--- config.mk ---
export PLATFORM = sky130hd
export DESIGN_NAME = fetch_unit_flat
export DESIGN_NICKNAME = d
export VERILOG_FILES = /design/src/rtl/fetch_unit_pkg.sv /design/src/rtl/fetch_unit_if.sv /design/src/rtl/fetch_unit.sv /design/src/flat_wrapper.sv
export SDC_FILE = /design/constraint.sdc
export NUM_CORES = 1
export LEC_CHECK = 0
export ABC_AREA = 1
export CORE_MARGIN = 2
export CORE_UTILIZATION = 40
export DETAILED_ROUTE_END_ITERATION = 8
export PLACE_DENSITY = 0.67
export SYNTH_ARGS = -nofsm -noshare
export SYNTH_HDL_FRONTEND = slang
export SYNTH_SLANG_ARGS = --single-unit
export TNS_END_PERCENT = 50
--- constraint.sdc ---
create_clock -name clk -period 4.4 [get_ports clk]
set_input_delay 0.66 -clock clk [delete_from_list [all_inputs] [get_ports clk]]
set_output_delay 0.66 -clock clk [all_outputs]
set_load 0.01 [all_outputs]
--- src/rtl/fetch_unit_pkg.sv ---
// Shared fetch-stage definitions: state encoding, word width, reset PC and bubble instruction.
package fetch_unit_pkg;

   localparam int WORD_W = 16;

   localparam logic [WORD_W-1:0] RESET_PC_DEFAULT  = 16'h0000;
   localparam logic [WORD_W-1:0] NOP_INSTR_DEFAULT = 16'h0800;

   typedef enum logic [1:0] {
      IDLE  = 2'b00,
      FETCH = 2'b01,
      HOLD  = 2'b10,
      NEXT  = 2'b11
   } fetch_state_t;

endpackage

--- src/rtl/fetch_unit_if.sv ---
// Instruction-memory read port: registered req/addr from the fetch unit, ready/data back from memory.
interface fetch_unit_if;
   import fetch_unit_pkg::*;

   logic              memReq;
   logic [WORD_W-1:0] memAddr;
   logic              memReady;
   logic [WORD_W-1:0] memData;

   modport master (output memReq, memAddr, input memReady, memData);
   modport slave  (input memReq, memAddr, output memReady, memData);

endinterface

--- src/rtl/fetch_unit.sv ---
// Fetch stage: owns the PC, reads instruction memory, delivers {pcOut, instructionOut} to IF/ID.
// Two cycles per instruction with zero-wait memory; stall parks the fetched word in HOLD/NEXT.
module fetch_unit
   import fetch_unit_pkg::*;
#(
   parameter logic [WORD_W-1:0] RESET_PC  = RESET_PC_DEFAULT,
   parameter logic [WORD_W-1:0] NOP_INSTR = NOP_INSTR_DEFAULT
) (
   input  logic              clk,
   input  logic              rst,
   input  logic [WORD_W-1:0] nextPCIn,
   input  logic              stall,
   input  logic              redirect,
   input  logic [WORD_W-1:0] redirectPC,
   fetch_unit_if.master      mem,
   output logic [WORD_W-1:0] pcOut,
   output logic [WORD_W-1:0] instructionOut,
   output logic              valid
);

   fetch_state_t      state, state_nxt;
   logic [WORD_W-1:0] pc, pc_nxt;
   logic [WORD_W-1:0] hold_q, hold_nxt;
   logic              req_q, req_nxt;
   logic [WORD_W-1:0] addr_q, addr_nxt;
   logic [WORD_W-1:0] pc_out_nxt;
   logic [WORD_W-1:0] instr_nxt;
   logic              valid_nxt;

   assign mem.memReq  = req_q;
   assign mem.memAddr = addr_q;

   always_ff @(posedge clk) begin
      if (rst) begin
         state          <= IDLE;
         pc             <= RESET_PC;
         hold_q         <= '0;
         req_q          <= 1'b0;
         addr_q         <= RESET_PC;
         pcOut          <= '0;
         instructionOut <= NOP_INSTR;
         valid          <= 1'b0;
      end else begin
         state          <= state_nxt;
         pc             <= pc_nxt;
         hold_q         <= hold_nxt;
         req_q          <= req_nxt;
         addr_q         <= addr_nxt;
         pcOut          <= pc_out_nxt;
         instructionOut <= instr_nxt;
         valid          <= valid_nxt;
      end
   end

   always_comb begin
      state_nxt  = state;
      pc_nxt     = pc;
      hold_nxt   = hold_q;
      req_nxt    = req_q;
      addr_nxt   = addr_q;
      pc_out_nxt = pcOut;
      instr_nxt  = instructionOut;
      valid_nxt  = valid;

      if (redirect) begin
         // Withdraw any request; FETCH re-issues at the new PC one cycle later.
         state_nxt  = FETCH;
         pc_nxt     = redirectPC;
         hold_nxt   = '0;
         req_nxt    = 1'b0;
         addr_nxt   = redirectPC;
         pc_out_nxt = redirectPC;
         instr_nxt  = NOP_INSTR;
         valid_nxt  = 1'b0;
      end else begin
         case (state)
            IDLE: begin
               state_nxt = FETCH;
               req_nxt   = 1'b1;
               addr_nxt  = pc;
            end
            FETCH: begin
               if (!req_q) begin
                  // Entered via redirect with no request outstanding yet.
                  req_nxt  = 1'b1;
                  addr_nxt = pc;
               end else if (mem.memReady) begin
                  req_nxt = 1'b0;
                  if (stall) begin
                     hold_nxt  = mem.memData;
                     state_nxt = HOLD;
                  end else begin
                     pc_out_nxt = pc;
                     instr_nxt  = mem.memData;
                     valid_nxt  = 1'b1;
                     state_nxt  = NEXT;
                  end
               end
            end
            HOLD: begin
               if (!stall) begin
                  pc_out_nxt = pc;
                  instr_nxt  = hold_q;
                  valid_nxt  = 1'b1;
                  state_nxt  = NEXT;
               end
            end
            NEXT: begin
               if (!stall) begin
                  pc_nxt    = nextPCIn;
                  req_nxt   = 1'b1;
                  addr_nxt  = nextPCIn;
                  state_nxt = FETCH;
               end
            end
            default: state_nxt = IDLE;
         endcase
      end
   end

endmodule
--- src/flat_wrapper.sv ---
// flat-port wrapper written by rule: the top's interface ports become plain ports
module fetch_unit_flat import fetch_unit_pkg::*;
#(
   parameter logic [WORD_W-1:0] RESET_PC  = RESET_PC_DEFAULT,
   parameter logic [WORD_W-1:0] NOP_INSTR = NOP_INSTR_DEFAULT
)
  (clk, rst, nextPCIn, stall, redirect, redirectPC, pcOut, instructionOut, valid, mem_memReq, mem_memAddr, mem_memReady, mem_memData);
  fetch_unit_if mem_i ();
  input  logic clk;
  input  logic rst;
  input  logic [WORD_W-1:0] nextPCIn;
  input  logic stall;
  input  logic redirect;
  input  logic [WORD_W-1:0] redirectPC;
  output logic [WORD_W-1:0] pcOut;
  output logic [WORD_W-1:0] instructionOut;
  output logic valid;
  output wire logic [$bits(mem_i.memReq)-1:0] mem_memReq;
  output wire logic [$bits(mem_i.memAddr)-1:0] mem_memAddr;
  input wire logic [$bits(mem_i.memReady)-1:0] mem_memReady;
  input wire logic [$bits(mem_i.memData)-1:0] mem_memData;
  assign mem_memReq = mem_i.memReq;
  assign mem_memAddr = mem_i.memAddr;
  assign mem_i.memReady = mem_memReady;
  assign mem_i.memData = mem_memData;
  fetch_unit #(.RESET_PC(RESET_PC), .NOP_INSTR(NOP_INSTR)) u_core (.clk(clk), .rst(rst), .nextPCIn(nextPCIn), .stall(stall), .redirect(redirect), .redirectPC(redirectPC), .mem(mem_i), .pcOut(pcOut), .instructionOut(instructionOut), .valid(valid));
endmodule
==> impl_metrics.env <==
export IMPL_gp_congestion=0.792
export IMPL_fmaxAchievable_ghz=0.403
export IMPL_arrival_ns=2.71
export IMPL_synth_warnings=0
export IMPL_drt_vias_per_instance=4.77
export IMPL_n_fill_cell=1039
export IMPL_worst_setup_path_type="primary input to register"
export IMPL_grt_max_degree=50
export IMPL_synth_xor_area_share_pct=0
export IMPL_slowest_delay_ns=0.64
export IMPL_cp_common_cell="nand2_1"
export IMPL_clock_sinks=84
export IMPL_ys_seq_elements=84
export IMPL_antenna_found_initial=0
export IMPL_drc=0
export IMPL_cts_resized=0
export IMPL_p_per_area_nw_per_um2=345
export IMPL_crit_fanout=49
export IMPL_syn_num_nets=689
export IMPL_die_height_um=106
export IMPL_rsz0062_at_grt="false"
export IMPL_wl_mm=10.0
export IMPL_fin_crit_sh_pct=56.3
export IMPL_die_w_um=106
export IMPL_mostFrequentLayoutCell="nand2_1"
export IMPL_grt_pass1_vias=3550
export IMPL_dr_first_iter_drc_count=136
export IMPL_yosysSeqAreaShare_pct=40.3
export IMPL_synth_fa_ha_area_share_pct=2.10
export IMPL_synth_area_um2=4170
export IMPL_crit_required_ns=4.63
export IMPL_tightest_slew_ns=0.888
export IMPL_start_util_pct=40.8
export IMPL_cp_start_kind="primary input"
export IMPL_ant_nets=0
export IMPL_synthCells=629
export IMPL_r2r_start="u_core.state[0]"
export IMPL_power_leakage_nw=2.34
export IMPL_antenna_cells=0
export IMPL_clk_path_buf_depth=2
export IMPL_cap_violations=0
export IMPL_cts_tree="built"
export IMPL_grt_total_usage_pct=17.9
export IMPL_layout_drive_gt1_share_pct=4.76
export IMPL_floorplan_core_area_um2=10200
export IMPL_irDropWorstVdd_mv=0.158
export IMPL_crit_start="redirect"
export IMPL_hold_violations=0
export IMPL_tns_ns=0
export IMPL_hold_class="register to register"
export IMPL_port_buffer_count=102
export IMPL_clk_pin_slew_worst_paths_ns=0.09
export IMPL_pin_count=103
export IMPL_fin_crit_ns=2.48
export IMPL_ys_types=26
export IMPL_end_kind="register"
export IMPL_area_growth_pct=28.9
export IMPL_hp_start="u_core.instructionOut[2]"
export IMPL_cp_cell_sequence="clkdlybuf4s50_1 -> inv_2 -> nand3_1 -> nand3_4 -> nand2_1 -> nand2_1 -> nor2_1"
export IMPL_synth_compound_area_share_pct=17.2
export IMPL_critPathSlowestCell="inv_2"
export IMPL_via_count=4063
export IMPL_root_buffer="clkbuf_8"
export IMPL_row_count=37
export IMPL_finClkSkew_ns=0.0140
export IMPL_dp_hpwl_mm=7.20
export IMPL_cts_htree_levels=3
export IMPL_dr_pass1_iters=4
export IMPL_grt_pass1_wl_mm=16.6
export IMPL_cts_setup_buffers=0
export IMPL_numCtsBuffers=9
export IMPL_synthMuxAreaShare_pct=0
export IMPL_status="finished, final reports clean"
export IMPL_drv_slew=0
export IMPL_insertion_delay_ns=0.34
export IMPL_grt_overflow=0
export IMPL_wl_per_cell_um=11.8
export IMPL_relSlewSlack_pct=40.8
export IMPL_finalHoldWorstSlack_ns=0.469
export IMPL_fin_nets=771
export IMPL_synth_top_family_by_area="simple AND/OR/NAND/NOR gates"
export IMPL_ctsHoldBuffers=0
export IMPL_final_cell_mix="184 x nand2_1, 102 x clkdlybuf4s50_1, 84 x nor2_1, 84 x dfxtp_1, 68 x a21oi_1"
export IMPL_avgSynthCellArea_um2=6.63
export IMPL_setup_viol=0
export IMPL_synthSimpleGateAreaFrac_pct=29.5
export IMPL_die_area_um2=11300
-- critical path: cells and delay by family --
| kind | cells | cell delay (ns) |
|---|---|---|
| and+or+nand+nor | 5 | 0.80 |
| buffers and inverters | 2 | 1.22 |
-- cells by family after synthesis --
family / count (synthesis)
AND/OR/NAND/NOR: 303
AO/OA/AOI/OAI: 134
buffers and inverters: 101
flip-flops: 84
adder cells (fa/ha/maj): 7
-- state kept, by name (all words and copies together), names as in the netlist --
| register | flops |
|---|---|
| u_core.valid | 1 |
| u_core.state | 2 |
| u_core.mem.memReq | 1 |
| u_core.pcOut | 16 |
| u_core.pc | 16 |
| u_core.hold_q | 16 |
| u_core.mem.memAddr | 16 |
| u_core.instructionOut | 16 |
-- synthesized netlist by cell type --
cell type / instances / area, um^2
ha_1: 7 / 87.6
nor2_2: 1 / 6.26
inv_2: 4 / 15.0
nand2_1: 184 / 691
clkinv_1: 1 / 3.75
buf_6: 5 / 56.3
o21ai_0: 50 / 250
a31oi_1: 1 / 6.26
buf_4: 5 / 37.5
inv_1: 63 / 236
buf_2: 13 / 65.1
a21oi_1: 68 / 340
nand3b_2: 1 / 11.3
nor2_1: 84 / 315
or2_2: 1 / 6.26
nand3_1: 23 / 115
nor2_4: 4 / 45.0
o21ai_2: 1 / 8.76
clkbuf_1: 10 / 37.5
o21a_1: 4 / 30.0
dfxtp_1: 84 / 1680
nand3_4: 1 / 17.5
o211ai_1: 9 / 67.6
a21oi_4: 1 / 16.3
nand2_2: 3 / 18.8
nor3_1: 1 / 5.00
-- stage by stage --
step | util [%] | std cells | area [um^2] | setup slack [ns] | power (W)
6_report | 52.6 | 851 | 5380 | 1.92 | 0.00186
5_1_grt | 52.6 | 851 | 5380 | 1.74 | 0.00197
4_1_cts | 52.6 | 851 | 5380 | 1.92 | 0.00188
3_5_place_dp | 50.6 | 836 | 5180 | 1.54 | 0.00132
3_3_place_gp | 50.6 | 836 | 5180 | 1.64 | 0.00131
2_1_floorplan | - | 629 | 4170 | 2.82 | 0.00114
-- cell type report --
cell class	instances	area [um^2]	share of cell area, %
Multi-Input combinational cell	444	2040	37.9
Sequential cell	84	1680	31.3
Tap cell	136	170	3.16
Clock inverter	5	60.1	1.12
Timing Repair Buffer	104	1040	19.3
Inverter	68	255	4.75
Clock buffer	10	138	2.56
-- metal layers --
layer | track usage [%] | vias up | wire length, um
li1 | - | 2138 | -
met1 | 24.9 | 1798 | 4890
met2 | 28.4 | 118 | 4460
met3 | 2.94 | 9 | 579
met4 | 5.73 | 0 | 91
met5 | 0 | - | 0
-- report_power, final --
part,internal (W),leakage (nW),switching [W]
logic,0.000204,1.56,0.000239
clock network,0.000277,0.0987,0.000282
registers,0.000819,0.689,0.0000333
-- worst paths after layout --
path | end | slack (ns) | cells past startpoint
max | u_core.mem.memAddr[15] | 1.92 | 7
min | u_core.instructionOut[2] | 0.47 | 2
max reg2reg | u_core.state[0] | 2.19 | 9
min reg2reg | u_core.instructionOut[2] | 0.47 | 2
Power figures use the tool's default switching activity.
